==> config.mk <==
export PLATFORM = sky130hd
export DESIGN_NAME = mux4_rr_arbiter_flat
export DESIGN_NICKNAME = d
export VERILOG_FILES = /design/src/rtl/mux4_rr_arbiter_pkg.sv /design/src/rtl/mux4_rr_arbiter_if.sv /design/src/rtl/mux4_rr_arbiter_sel_path.sv /design/src/rtl/mux4_rr_arbiter.sv /design/src/flat_wrapper.sv
export SDC_FILE = /design/constraint.sdc
export NUM_CORES = 1
export LEC_CHECK = 0
export ABC_AREA = 1
export CAP_MARGIN = 20
export CORE_MARGIN = 2
export CORE_UTILIZATION = 30
export DETAILED_ROUTE_END_ITERATION = 10
export PLACE_DENSITY_LB_ADDON = 0.3
export SYNTH_ARGS = -nofsm -noshare
export SYNTH_HDL_FRONTEND = slang
export SYNTH_SLANG_ARGS = --single-unit
==> constraint.sdc <==
create_clock -name clk -period 2 [get_ports clk]
set_input_delay 0.2 -clock clk [delete_from_list [all_inputs] [get_ports clk]]
set_output_delay 0.2 -clock clk [all_outputs]
set_load 0.01 [all_outputs]
==> src/rtl/mux4_rr_arbiter_pkg.sv <==
// Shared types, constants and round-robin pick function for the mux4_rr_arbiter slice.
package mux4_arb_pkg;

  localparam int NUM_REQ = 4;
  localparam int SEL_W   = 2;

  localparam logic ST_IDLE  = 1'b0;
  localparam logic ST_GRANT = 1'b1;

  typedef enum logic {
    IDLE  = ST_IDLE,
    GRANT = ST_GRANT
  } state_e;

  typedef struct packed {
    logic             found;
    logic [SEL_W-1:0] idx;
  } pick_t;

  // Walk from the farthest candidate toward ptr+1 so the nearest asserted index overwrites the result.
  function automatic pick_t rr_pick(input logic [NUM_REQ-1:0] req, input logic [SEL_W-1:0] ptr);
    pick_t            res;
    logic [SEL_W-1:0] cand;
    res = '0;
    for (int k = NUM_REQ; k >= 1; k--) begin
      cand = ptr + SEL_W'(k);
      if (req[cand]) begin
        res.found = 1'b1;
        res.idx   = cand;
      end
    end
    return res;
  endfunction

endpackage

==> src/rtl/mux4_rr_arbiter_if.sv <==
// Bus between the four sources/sink (master side) and the arbiter (slave side).
interface mux4_rr_arbiter_if #(
  parameter int W = 1
);
  import mux4_arb_pkg::*;

  logic [NUM_REQ-1:0]   req;
  logic [NUM_REQ*W-1:0] din;
  logic [NUM_REQ-1:0]   gnt;
  logic [SEL_W-1:0]     sel;
  logic                 busy;
  logic [W-1:0]         dout;
  logic                 dout_vld;

  modport master (
    output req, din,
    input  gnt, sel, busy, dout, dout_vld
  );

  modport slave (
    input  req, din,
    output gnt, sel, busy, dout, dout_vld
  );

endinterface

==> src/rtl/mux4_rr_arbiter_sel_path.sv <==
// Decoder-based W-bit 4:1 mux with an enable gate so the output is zero when nothing is granted.
module mux4_sel_path
  import mux4_arb_pkg::*;
#(
  parameter int W = 1
) (
  input  logic [NUM_REQ*W-1:0] din_i,
  input  logic [SEL_W-1:0]     sel_i,
  input  logic                 en_i,
  output logic [W-1:0]         dout_o
);

  logic [NUM_REQ-1:0] dec;

  always_comb begin
    dec         = '0;
    dec[sel_i]  = 1'b1;
    dout_o      = '0;
    for (int i = 0; i < NUM_REQ; i++) begin
      dout_o = dout_o | (din_i[i*W +: W] & {W{dec[i]}});
    end
    dout_o = dout_o & {W{en_i}};
  end

endmodule

==> src/rtl/mux4_rr_arbiter.sv <==
// Round-robin 4-way arbiter with bounded bursts driving a shared 4:1 mux.
// Define MUXARB_OUT_REG_EN to register dout/dout_vld (one extra cycle of latency).
module mux4_rr_arbiter
  import mux4_arb_pkg::*;
#(
  parameter int W         = 1,
  parameter int MAX_BURST = 4
) (
  input logic              clk,
  input logic              rst_n,
  mux4_rr_arbiter_if.slave bus
);

  localparam int                CNT_W    = (MAX_BURST > 1) ? $clog2(MAX_BURST) : 1;
  localparam logic [CNT_W-1:0]  CNT_LAST = CNT_W'(MAX_BURST - 1);

  state_e             state_q;
  logic [NUM_REQ-1:0] gnt_q;
  logic [SEL_W-1:0]   sel_q;
  logic               busy_q;
  logic [SEL_W-1:0]   ptr_q;
  logic [CNT_W-1:0]   cnt_q;

  pick_t              pick_d;
  logic               take_d;
  logic               drop_d;
  logic               own_req;
  logic               other_req;
  logic               expired;

  assign pick_d    = rr_pick(bus.req, ptr_q);
  assign own_req   = bus.req[sel_q];
  assign other_req = |(bus.req & ~gnt_q);
  assign expired   = (cnt_q == CNT_LAST);

  // Release takes precedence over expiry; either hands off only when someone else is waiting.
  always_comb begin
    take_d = 1'b0;
    drop_d = 1'b0;
    case (state_q)
      IDLE: take_d = pick_d.found;
      GRANT: begin
        if (!own_req) begin
          take_d = other_req;
          drop_d = !other_req;
        end else if (expired) begin
          take_d = other_req;
        end
      end
      default: begin
        take_d = 1'b0;
        drop_d = 1'b0;
      end
    endcase
  end

  always_ff @(posedge clk or negedge rst_n) begin
    if (!rst_n) begin
      state_q <= IDLE;
      gnt_q   <= '0;
      sel_q   <= '0;
      busy_q  <= 1'b0;
      ptr_q   <= SEL_W'(NUM_REQ - 1);
      cnt_q   <= '0;
    end else if (take_d) begin
      state_q <= GRANT;
      gnt_q   <= NUM_REQ'(1) << pick_d.idx;
      sel_q   <= pick_d.idx;
      busy_q  <= 1'b1;
      ptr_q   <= pick_d.idx;
      cnt_q   <= '0;
    end else if (drop_d) begin
      state_q <= IDLE;
      gnt_q   <= '0;
      sel_q   <= '0;
      busy_q  <= 1'b0;
      cnt_q   <= '0;
    end else if (state_q == GRANT) begin
      cnt_q   <= expired ? '0 : cnt_q + 1'b1;
    end
  end

  assign bus.gnt  = gnt_q;
  assign bus.sel  = sel_q;
  assign bus.busy = busy_q;

  logic [W-1:0] mux_out;

  mux4_sel_path #(
    .W(W)
  ) u_sel_path (
    .din_i (bus.din),
    .sel_i (sel_q),
    .en_i  (busy_q),
    .dout_o(mux_out)
  );

`ifdef MUXARB_OUT_REG_EN
  logic [W-1:0] dout_q;
  logic         vld_q;

  always_ff @(posedge clk or negedge rst_n) begin
    if (!rst_n) begin
      dout_q <= '0;
      vld_q  <= 1'b0;
    end else begin
      dout_q <= mux_out;
      vld_q  <= busy_q;
    end
  end

  assign bus.dout     = dout_q;
  assign bus.dout_vld = vld_q;
`else
  assign bus.dout     = mux_out;
  assign bus.dout_vld = busy_q;
`endif

endmodule

==> src/flat_wrapper.sv <==
// flat-port wrapper written by rule: the top's interface ports become plain ports
module mux4_rr_arbiter_flat import mux4_arb_pkg::*;
#(
  parameter int W         = 1,
  parameter int MAX_BURST = 4
)
  (clk, rst_n, bus_req, bus_din, bus_gnt, bus_sel, bus_busy, bus_dout, bus_dout_vld);
  mux4_rr_arbiter_if #(.W(W)) bus_i ();
  input logic clk;
  input logic rst_n;
  input wire logic [$bits(bus_i.req)-1:0] bus_req;
  input wire logic [$bits(bus_i.din)-1:0] bus_din;
  output wire logic [$bits(bus_i.gnt)-1:0] bus_gnt;
  output wire logic [$bits(bus_i.sel)-1:0] bus_sel;
  output wire logic [$bits(bus_i.busy)-1:0] bus_busy;
  output wire logic [$bits(bus_i.dout)-1:0] bus_dout;
  output wire logic [$bits(bus_i.dout_vld)-1:0] bus_dout_vld;
  assign bus_i.req = bus_req;
  assign bus_i.din = bus_din;
  assign bus_gnt = bus_i.gnt;
  assign bus_sel = bus_i.sel;
  assign bus_busy = bus_i.busy;
  assign bus_dout = bus_i.dout;
  assign bus_dout_vld = bus_i.dout_vld;
  mux4_rr_arbiter #(.W(W), .MAX_BURST(MAX_BURST)) u_core (.clk(clk), .rst_n(rst_n), .bus(bus_i));
endmodule
==> metrics.csv, run 1 <==
stage,metric,value,unit
placed_design,dpl ws,0.254,ns
clock_tree,CTS tree,yes,
critical_path,FF-to-FF path depth,10,
global_route,Tot GR Track Use,13.6,%
timing,crit path time final,1.86,ns
layout,ratio of cells with drive above 1 in the final layout,14.1,%
clock_tree,clock root cell,clkbuf_4,
drt,routed vias,842,
hold_path,Hold Crit Class,input port to asynchronous set/reset pin,
timing,RSZ-0062 raised after global routing,false,
critical_path,"CP delay by family, top",buffers and inverters,
outcome,run status,completed,
critical_path,Crit. path cell count,4,
power,PD cells,1610,mW/mm^2
synth,Synth Area in Adders,1.50,%
placed_design,# port buffers,18,
global_route,initial antenna violation count,0,
layout,ant diodes,0,
layout,Fillers,289,
power,sw frac,50.1,%
placed_design,DP HPWL,1590,um
drt,drt wl/cell,10.9,um
synth,Synth Area per Inst,6.51,um^2
floorplan,core area,0.00269,mm^2
clock_tree,Clock transition at path regs,0.07,ns
placed_design,Routability Congestion,0.836,
power,Tot Pwr,1.73,mW
clock_tree,CTS max path bufs,2,
timing,PnR worst setup slack,0.141,ns
synth,"FF+latch count, synth",11,
synth,library cells used by synthesis,21,
timing,Max Slew Vio Count,0,
critical_path,Crit path buffers/inverters,2,
synth,main combinational cell family by area after synthesis,simple AND/OR/NAND/NOR gates,
power,Leak,0.589,nW
synth,Yosys warning total,0,
critical_path,required time worst endpoint,1.80,ns
placed_design,placed cell area,0.00104,mm^2
synth,Synth Area in Compound Gates,6.01,%
power,Sequential Power Share,25.1,%
power,Clock Power Share,8.8,%
power,internal power,865,uW
synth,Post-Synth Simple-Gate Area,49.2,%
run,Max-Cap Viols,0,
drt,# DRC,0,
global_route,overflow left after global routing,0,
drt,Post-DRT Antenna Nets,0,
clock_tree,total CTS buffers,3,
timing,Setup TNS,0,ns
power,worst vdd ir,775,uV
synth,"Seq/Total Area, Yosys",33.3,%
synth,post-synthesis mux area share,0,%
timing,Finish-stage setup viols,0,
floorplan,starting density of the core,31.0,%
floorplan,Top-Level Pins,19,
layout,"leading cell type in the layout, fill and taps excluded",nand2_1,
floorplan,Die Wd,56.7,um
layout,most frequent cells in the layout,"nand2_1 (52), clkdlybuf4s50_1 (18), inv_1 (17), nand3_1 (14)",
critical_path,RR Endpoint,u_core.bus.gnt[2]$_DFFE_PN0P_,
layout,Area Overhead vs Synth,28.8,%
synth,Synth Area in XOR/XNOR,0,%
synth,Post-Syn Nets,139,
clock_tree,H-Tree Depth,1,
drt,First-pass DRT Iterations,4,
floorplan,height of the die,56.7,um
timing,Slew @ Worst Pin,0.495,ns
clock_tree,clock latency on the worst-skew pair,0.28,ns
layout,# nets final,161,
power,combinational share of power,66.1,%
timing,final hold viol count,0,
critical_path,CP startpoint kind,register,
critical_path,R2R setup slack,0.40,ns
global_route,vias in the first global route,833,
critical_path,"Critical Path, Cell by Cell","inv_1, nand3_1, a31oi_1, clkdlybuf4s50_1",
timing,Max-Slew Margin vs Limit,66.9,%
power,P_sw,869,uW
clock_tree,sinks on the clock net,11,
critical_path,critical path type,register to primary output,
drt,WL final,1960,um
floorplan,DIE AREA,0.00322,mm^2
critical_path,endpoint type of the worst setup path,primary output,
floorplan,num rows,19,
drt,vias per cell,4.68,
timing,fmax,0.538,GHz
drt,Initial DRC Count,18,
placed_design,"number of placed instances, taps included",176,
critical_path,Worst Path Max Fanout,6,
synth,Mapped Area,833,um^2
global_route,first-pass GRT wire length,3440,um
timing,ratio of final minimum period to clock period,93.0,%
critical_path,WP data arrival,1.66,ns
synth,post-synthesis cell count,128,
critical_path,CP max stage delay,0.55,ns
timing,Setup Skew,0.00391,ns
layout,fin cells,180,
critical_path,r2r startpoint,u_core.ptr_q[0]$_DFFE_PN1P_,
layout,final instance area,0.00107,mm^2
global_route,largest net degree at the start of global routing,12,
critical_path,CP max stage cell,clkdlybuf4s50_1,
[registers in the layout, summed over array words and instances (netlist names)]
name,count
u_core.bus.busy,1
u_core.ptr_q,2
u_core.cnt_q,2
u_core.bus.sel,2
u_core.bus.gnt,4
[cell usage after synthesis]
library cell / n / share of area (%)
ha_1: 1 / 1.5
nand3_2: 1 / 1.2
nor2_4: 1 / 1.4
clkinv_1: 1 / 0.45
nor2_1: 8 / 3.6
o21ai_1: 4 / 2.4
and2_4: 1 / 1.1
inv_2: 2 / 0.90
a31oi_1: 1 / 0.75
buf_4: 1 / 0.90
nand4_1: 1 / 0.75
nand2_4: 3 / 4.1
o21ai_0: 3 / 1.8
inv_1: 17 / 7.7
nand2_2: 4 / 3.0
nor2_8: 1 / 2.4
o21ai_2: 1 / 1.1
dfrtp_1: 9 / 27
dfstp_2: 2 / 6.3
nand3_1: 14 / 8.4
nand2_1: 52 / 23
[final cells by class]
type / instances / area, um^2 / area share, %
sequential: 11 / 279 / 26.0
clock inverter: 1 / 5.00 / 0.466
multi-input combinational: 96 / 473 / 44.1
tap: 31 / 38.8 / 3.61
timing repair buffer: 18 / 180 / 16.8
inverter: 20 / 75.1 / 6.99
clock buffer: 3 / 22.5 / 2.10
[worst max-delay path by stage]
stage | startpoint | endpoint | slack (ns)
detailed placement | bus_din[0] | bus_dout | 0.25
global placement | bus_din[0] | bus_dout | 0.28
floorplan | u_core.ptr_q[0]$_DFFE_PN1P_ | u_core.bus.gnt[2]$_DFFE_PN0P_ | 0.55
finish | u_core.bus.sel[0]$_DFFE_PN0P_ | bus_dout | 0.14
CTS | u_core.bus.sel[0]$_DFFE_PN0P_ | bus_dout | 0.11
global route | u_core.bus.sel[0]$_DFFE_PN0P_ | bus_dout | 0.03
[routing by layer]
layer	global-route usage [%]	vias up	share of wire (%)
met2	20.9	22	43
met5	0	-	0
met1	17.7	371	48
met4	8.16	0	3.8
li1	-	440	-
met3	2.07	9	5.5
[metrics by stage]
step / utilization [%] / hold WS (ns)
floorplan: - / -0.0956
global placement: 38.9 / 0.509
detailed placement: 38.9 / 0.512
CTS: 39.9 / 0.268
global route: 40.0 / 0.294
finish: 40.0 / 0.251
[power by group through the flow]
stage	Clock [mW]	Sequential, mW	Combinational (mW)
after floorplan	0	0.439	0.814
after global placement	0	0.436	1.14
after detailed placement	0	0.437	1.15
after CTS	0.156	0.434	1.16
after global routing	0.165	0.457	1.30
final	0.153	0.435	1.15
[kinds of logic (layout without fill, tap and decap cells)]
group	after synthesis	in the layout
AND/OR/NAND/NOR	86	86
buffers and inverters	21	42
flip-flops	11	11
AO/OA/AOI/OAI	9	9
adder cells (fa/ha/maj)	1	1
[timing repair]
item / CTS / global route
gates resized for setup: 0 / 1
setup endpoints to repair: 0 / 1
buffers inserted: 0 / 0
hold buffers: 0 / 0
No activity file was read; power rests on OpenSTA's default activity.
==> run 2: changes to the inputs <==
DONT_BUFFER_PORTS = 1   (was default)
==> metrics.csv, run 2 (same netlist as run 1, synthesis figures left out) <==
stage,metric,value,unit
clock_tree,H-Tree Depth,1,
power,PD cells,1770,mW/mm^2
drt,First-pass DRT Iterations,4,
power,worst vdd ir,809,uV
hold_path,Worst Hold Depth,5,
power,Tot Pwr,1.60,mW
floorplan,height of the die,56.7,um
layout,"leading cell type in the layout, fill and taps excluded",nand2_1,
critical_path,endpoint type of the worst setup path,register,
run,Max-Cap Viols,0,
drt,Post-DRT Antenna Nets,0,
clock_tree,hold buffer count at cts,1,
clock_tree,Post-CTS Repair Setup Buffers,0,
drt,# DRC,0,
critical_path,critical path type,register to register,
hold_path,Hold Path Origin,bus_req[1],
timing,Setup TNS,0,ns
layout,# nets final,144,
timing,final hold viol count,0,
critical_path,required time worst endpoint,2.16,ns
drt,routed vias,773,
outcome,run status,completed,
timing,Slew @ Worst Pin,0.491,ns
critical_path,"Critical Path, Cell by Cell","inv_1, nor2_1, nand4_1, inv_1, nand2_1, nand2_2, inv_2, nand2_1, o21ai_2",
timing,Max Slew Vio Count,0,
critical_path,CP max stage delay,0.46,ns
placed_design,DP HPWL,1610,um
drt,Initial DRC Count,28,
timing,fmax,0.611,GHz
timing,ratio of final minimum period to clock period,81.9,%
drt,WL final,1950,um
critical_path,WP data arrival,1.80,ns
layout,Area Overhead vs Synth,8.26,%
layout,ant diodes,0,
clock_tree,clock latency on the worst-skew pair,0.28,ns
hold_path,Hold Crit Class,input port to register,
global_route,overflow left after global routing,0,
floorplan,Die Wd,56.7,um
global_route,vias in the first global route,749,
critical_path,r2r startpoint,u_core.bus.busy$_DFFE_PN0P_,
layout,Fillers,297,
global_route,Tot GR Track Use,13.4,%
timing,Setup Skew,0.00899,ns
floorplan,num rows,19,
layout,ratio of cells with drive above 1 in the final layout,15.2,%
critical_path,Worst Path Max Fanout,5,
hold_path,sink of the worst hold path,u_core.cnt_q[0]$_DFFE_PN0P_,
clock_tree,sinks on the clock net,11,
global_route,initial antenna violation count,0,
critical_path,RR Endpoint,u_core.bus.gnt[2]$_DFFE_PN0P_,
timing,crit path time final,1.64,ns
critical_path,Crit. path cell count,9,
power,Leak,0.525,nW
critical_path,"CP delay by family, top",simple AND/OR/NAND/NOR gates,
global_route,largest net degree at the start of global routing,12,
global_route,first-pass GRT wire length,3320,um
placed_design,# port buffers,0,
clock_tree,CTS max path bufs,2,
clock_tree,total CTS buffers,3,
floorplan,starting density of the core,31.0,%
layout,max FFs per register,4,
critical_path,Crit path buffers/inverters,3,
clock_tree,CTS tree,yes,
drt,drt wl/cell,11.9,um
critical_path,FF-to-FF path depth,9,
critical_path,CP startpoint kind,register,
critical_path,CP max stage cell,dfrtp_1,
clock_tree,Clock transition at path regs,0.08,ns
floorplan,core area,0.00269,mm^2
clock_tree,clock root cell,clkbuf_4,
drt,vias per cell,4.74,
timing,RSZ-0062 raised after global routing,false,
floorplan,Top-Level Pins,19,
floorplan,DIE AREA,0.00322,mm^2
timing,Finish-stage setup viols,0,
timing,Max-Slew Margin vs Limit,67.2,%
placed_design,Routability Congestion,0.924,
clock_tree,post_cts resized,0,
critical_path,R2R setup slack,0.36,ns
layout,most frequent cells in the layout,"nand2_1 (52), inv_1 (17), nand3_1 (14), dfrtp_1 (9), nor2_1 (8)",
## run 2: cell count changes in the layout (fill, tap and decap cells not counted)
cell	delta
dlygate4sd3_1	+1
clkdlybuf4s50_1	-18
dfrtp_1	+1
dfrtp_2	-1
## run 2: tightest hold or removal path, cell delays in order
cell and delay (ns):
nand2_1 0.04, nand2_2 0.11, nor2_4 0.06, nand3_1 0.07
o21ai_1 0.06
## run 2: cell type report
class	instances	area, um^2	area share (%)
clock buffers	3	22.5	2.50
clock inverters	1	5.00	0.555
inverters	20	75.1	8.32
multi-input cells	96	473	52.4
flip-flops and latches	11	278	30.8
well taps	31	38.8	4.30
repair buffers	1	10.0	1.11
## run 2: report_power, final
part           switching, mW  internal [mW]  total [mW]
combinational          0.652          0.328       0.980
clock                 0.0840         0.0741       0.158
sequential             0.125          0.336       0.461
total                  0.861          0.738        1.60
## run 2: how the worst max path moves through the flow
| stage | start | to | slack [ns] |
|---|---|---|---|
| 2_1_floorplan | u_core.ptr_q[0]$_DFFE_PN1P_ | u_core.bus.gnt[2]$_DFFE_PN0P_ | 0.55 |
| 5_1_grt | u_core.bus.busy$_DFFE_PN0P_ | u_core.bus.gnt[2]$_DFFE_PN0P_ | 0.25 |
| 4_1_cts | u_core.bus.busy$_DFFE_PN0P_ | u_core.bus.gnt[2]$_DFFE_PN0P_ | 0.36 |
| 3_3_place_gp | u_core.bus.busy$_DFFE_PN0P_ | u_core.bus.gnt[2]$_DFFE_PN0P_ | 0.39 |
| 3_5_place_dp | u_core.bus.busy$_DFFE_PN0P_ | u_core.bus.gnt[2]$_DFFE_PN0P_ | 0.39 |
| 6_report | u_core.bus.busy$_DFFE_PN0P_ | u_core.bus.gnt[2]$_DFFE_PN0P_ | 0.36 |
## run 2: through the flow
step / worst slack (ns) / util, % / std cells / hold WS (ns) / cell area, um^2
after global routing: 0.249 / 33.6 / 163 / 0.320 / 902
after floorplan: 0.553 / - / 128 / -0.0956 / 833
after detailed placement: 0.393 / 32.2 / 158 / -0.0953 / 865
final: 0.363 / 33.6 / 163 / 0.308 / 902
after CTS: 0.363 / 33.6 / 163 / 0.312 / 902
after global placement: 0.389 / 32.2 / 158 / -0.0953 / 865
## run 2: metal layers
metal	part of all wire [%]	GRT usage [%]	vias up
li1	-	-	404
met1	47	16.9	343
met2	44	20.9	24
met3	8.1	5.30	2
met4	0.51	4.08	0
met5	0	0	-
==> run 3: changes to the inputs <==
clock period = 1.4 ns   (was 2 ns; I/O delays follow)
==> metrics.csv, run 3 (same netlist as run 1, synthesis figures left out) <==
stage,metric,value,unit
timing,RSZ-0062 raised after global routing,true,
layout,# nets final,163,
drt,WL final,2120,um
clock_tree,clock root cell,clkbuf_4,
layout,ratio of cells with drive above 1 in the final layout,35.1,%
critical_path,CP dominant cell by count,nand2_4,
global_route,first-pass GRT wire length,3800,um
floorplan,starting density of the core,31.0,%
outcome,failing checks,negative setup slack,
critical_path,CP startpoint kind,register,
outcome,run status,finished with violations,
timing,Finish-stage setup viols,11,
timing,final hold viol count,0,
run,Max-Cap Viols,0,
timing,ratio of final minimum period to clock period,113,%
critical_path,Crit path buffers/inverters,1,
global_route,Tot GR Track Use,14.7,%
drt,Post-DRT Antenna Nets,0,
drt,First-pass DRT Iterations,4,
drt,vias per cell,4.78,
layout,"leading cell type in the layout, fill and taps excluded",nand2_1,
global_route,vias in the first global route,862,
floorplan,core area,0.00269,mm^2
clock_tree,H-Tree Depth,1,
critical_path,"Critical Path, Cell by Cell","inv_4, nand2_2, nand2_2, and2_4, nand2_4, nand2_4, nor2_8, nand2_4, o21ai_2",
global_route,largest net degree at the start of global routing,12,
clock_tree,Clock transition at path regs,0.08,ns
layout,"Core Util, Final",41.5,%
timing,PnR worst setup slack,-0.185,ns
drt,drt wl/cell,11.6,um
critical_path,CP max stage cell,dfstp_2,
clock_tree,CTS max path bufs,2,
power,PD cells,2450,mW/mm^2
floorplan,DIE AREA,0.00322,mm^2
global_route,initial antenna violation count,0,
floorplan,num rows,19,
hold_path,Hold Crit Class,input port to asynchronous set/reset pin,
floorplan,height of the die,56.7,um
critical_path,"CP delay by family, top",simple AND/OR/NAND/NOR gates,
timing,Max-Slew Margin vs Limit,66.8,%
power,worst vdd ir,1150,uV
critical_path,CP max stage delay,0.61,ns
clock_tree,CTS tree,yes,
timing,crit path time final,1.58,ns
layout,most frequent cells in the layout,"nand2_1 (44), buf_4 (18), inv_1 (16), nand3_1 (13), nand2_2 (10)",
placed_design,Routability Congestion,0.869,
critical_path,Worst Path Max Fanout,8,
clock_tree,total CTS buffers,3,
critical_path,required time worst endpoint,1.60,ns
placed_design,DP HPWL,1700,um
clock_tree,sinks on the clock net,11,
timing,Slew @ Worst Pin,0.497,ns
layout,Area Overhead vs Synth,33.9,%
placed_design,# port buffers,0,
timing,Max Slew Vio Count,0,
clock_tree,clock latency on the worst-skew pair,0.27,ns
global_route,overflow left after global routing,0,
timing,Setup TNS,-1.65,ns
timing,Setup Skew,0.00795,ns
floorplan,Top-Level Pins,19,
layout,ant diodes,0,
drt,Initial DRC Count,20,
power,Leak,0.623,nW
drt,routed vias,870,
drt,# DRC,0,
layout,max FFs per register,4,
timing,fmax,0.631,GHz
placed_design,dpl ws,-0.172,ns
critical_path,WP data arrival,1.78,ns
floorplan,Die Wd,56.7,um
critical_path,endpoint type of the worst setup path,register,
critical_path,critical path type,register to register,
-- run 3: worst paths after layout --
kind	from	end	slack (ns)	cells after the start
max	u_core.ptr_q[0]$_DFFE_PN1P_	u_core.bus.gnt[2]$_DFFE_PN0P_	-0.18	9
min	rst_n	u_core.cnt_q[1]$_DFFE_PN0P_	0.26	1
max reg2reg	u_core.ptr_q[0]$_DFFE_PN1P_	u_core.bus.gnt[2]$_DFFE_PN0P_	-0.18	9
min reg2reg	u_core.cnt_q[1]$_DFFE_PN0P_	u_core.cnt_q[1]$_DFFE_PN0P_	0.56	2
max in group asynchronous	rst_n	u_core.ptr_q[0]$_DFFE_PN1P_	0.77	1
min in group clk	bus_req[0]	u_core.bus.busy$_DFFE_PN0P_	0.31	6
-- run 3: power by group --
group	internal, mW	total (mW)	switching [mW]
combinational	0.781	1.93	1.14
clock	0.106	0.217	0.111
sequential	0.483	0.593	0.110
total	1.37	2.74	1.37
-- run 3: area by class of cell --
cell class                 instances  area (um^2)
sequential                        11          279
clock buffer                       3         22.5
inverter                          20         77.6
fill                             293         1570
timing repair buffer              20          156
tap                               31         38.8
multi-input combinational         96          537
clock inverter                     1         5.00
-- run 3: repair_timing --
| action | CTS | global route |
|---|---|---|
| hold buffers | 1 | 0 |
| pin swaps | 8 | 1 |
| endpoints found under the hold margin | 11 | 0 |
| setup buffers | 4 | 0 |
| resized for setup | 11 | 7 |
| setup endpoints to repair | 12 | 12 |
-- run 3: routing by layer --
layer / up-vias / track usage [%] / part of all wire, % / routed length (um)
met1: 395 / 19.3 / 44 / 930
met5: - / 0 / 0 / 0
li1: 444 / - / - / -
met3: 4 / 2.76 / 6.7 / 142
met4: 0 / 3.74 / 0.90 / 19
met2: 27 / 24.8 / 48 / 1030
-- run 3: stage by stage --
| step | instances | instance area (um^2) | total power, mW | hold WS, ns |
|---|---|---|---|---|
| after floorplan | 128 | 841 | 1.81 | -0.156 |
| after global placement | 173 | 985 | 2.27 | -0.155 |
| after detailed placement | 173 | 985 | 2.30 | -0.155 |
| after CTS | 182 | 1090 | 2.68 | 0.281 |
| after global routing | 182 | 1120 | 3.03 | 0.304 |
| final | 182 | 1120 | 2.74 | 0.263 |
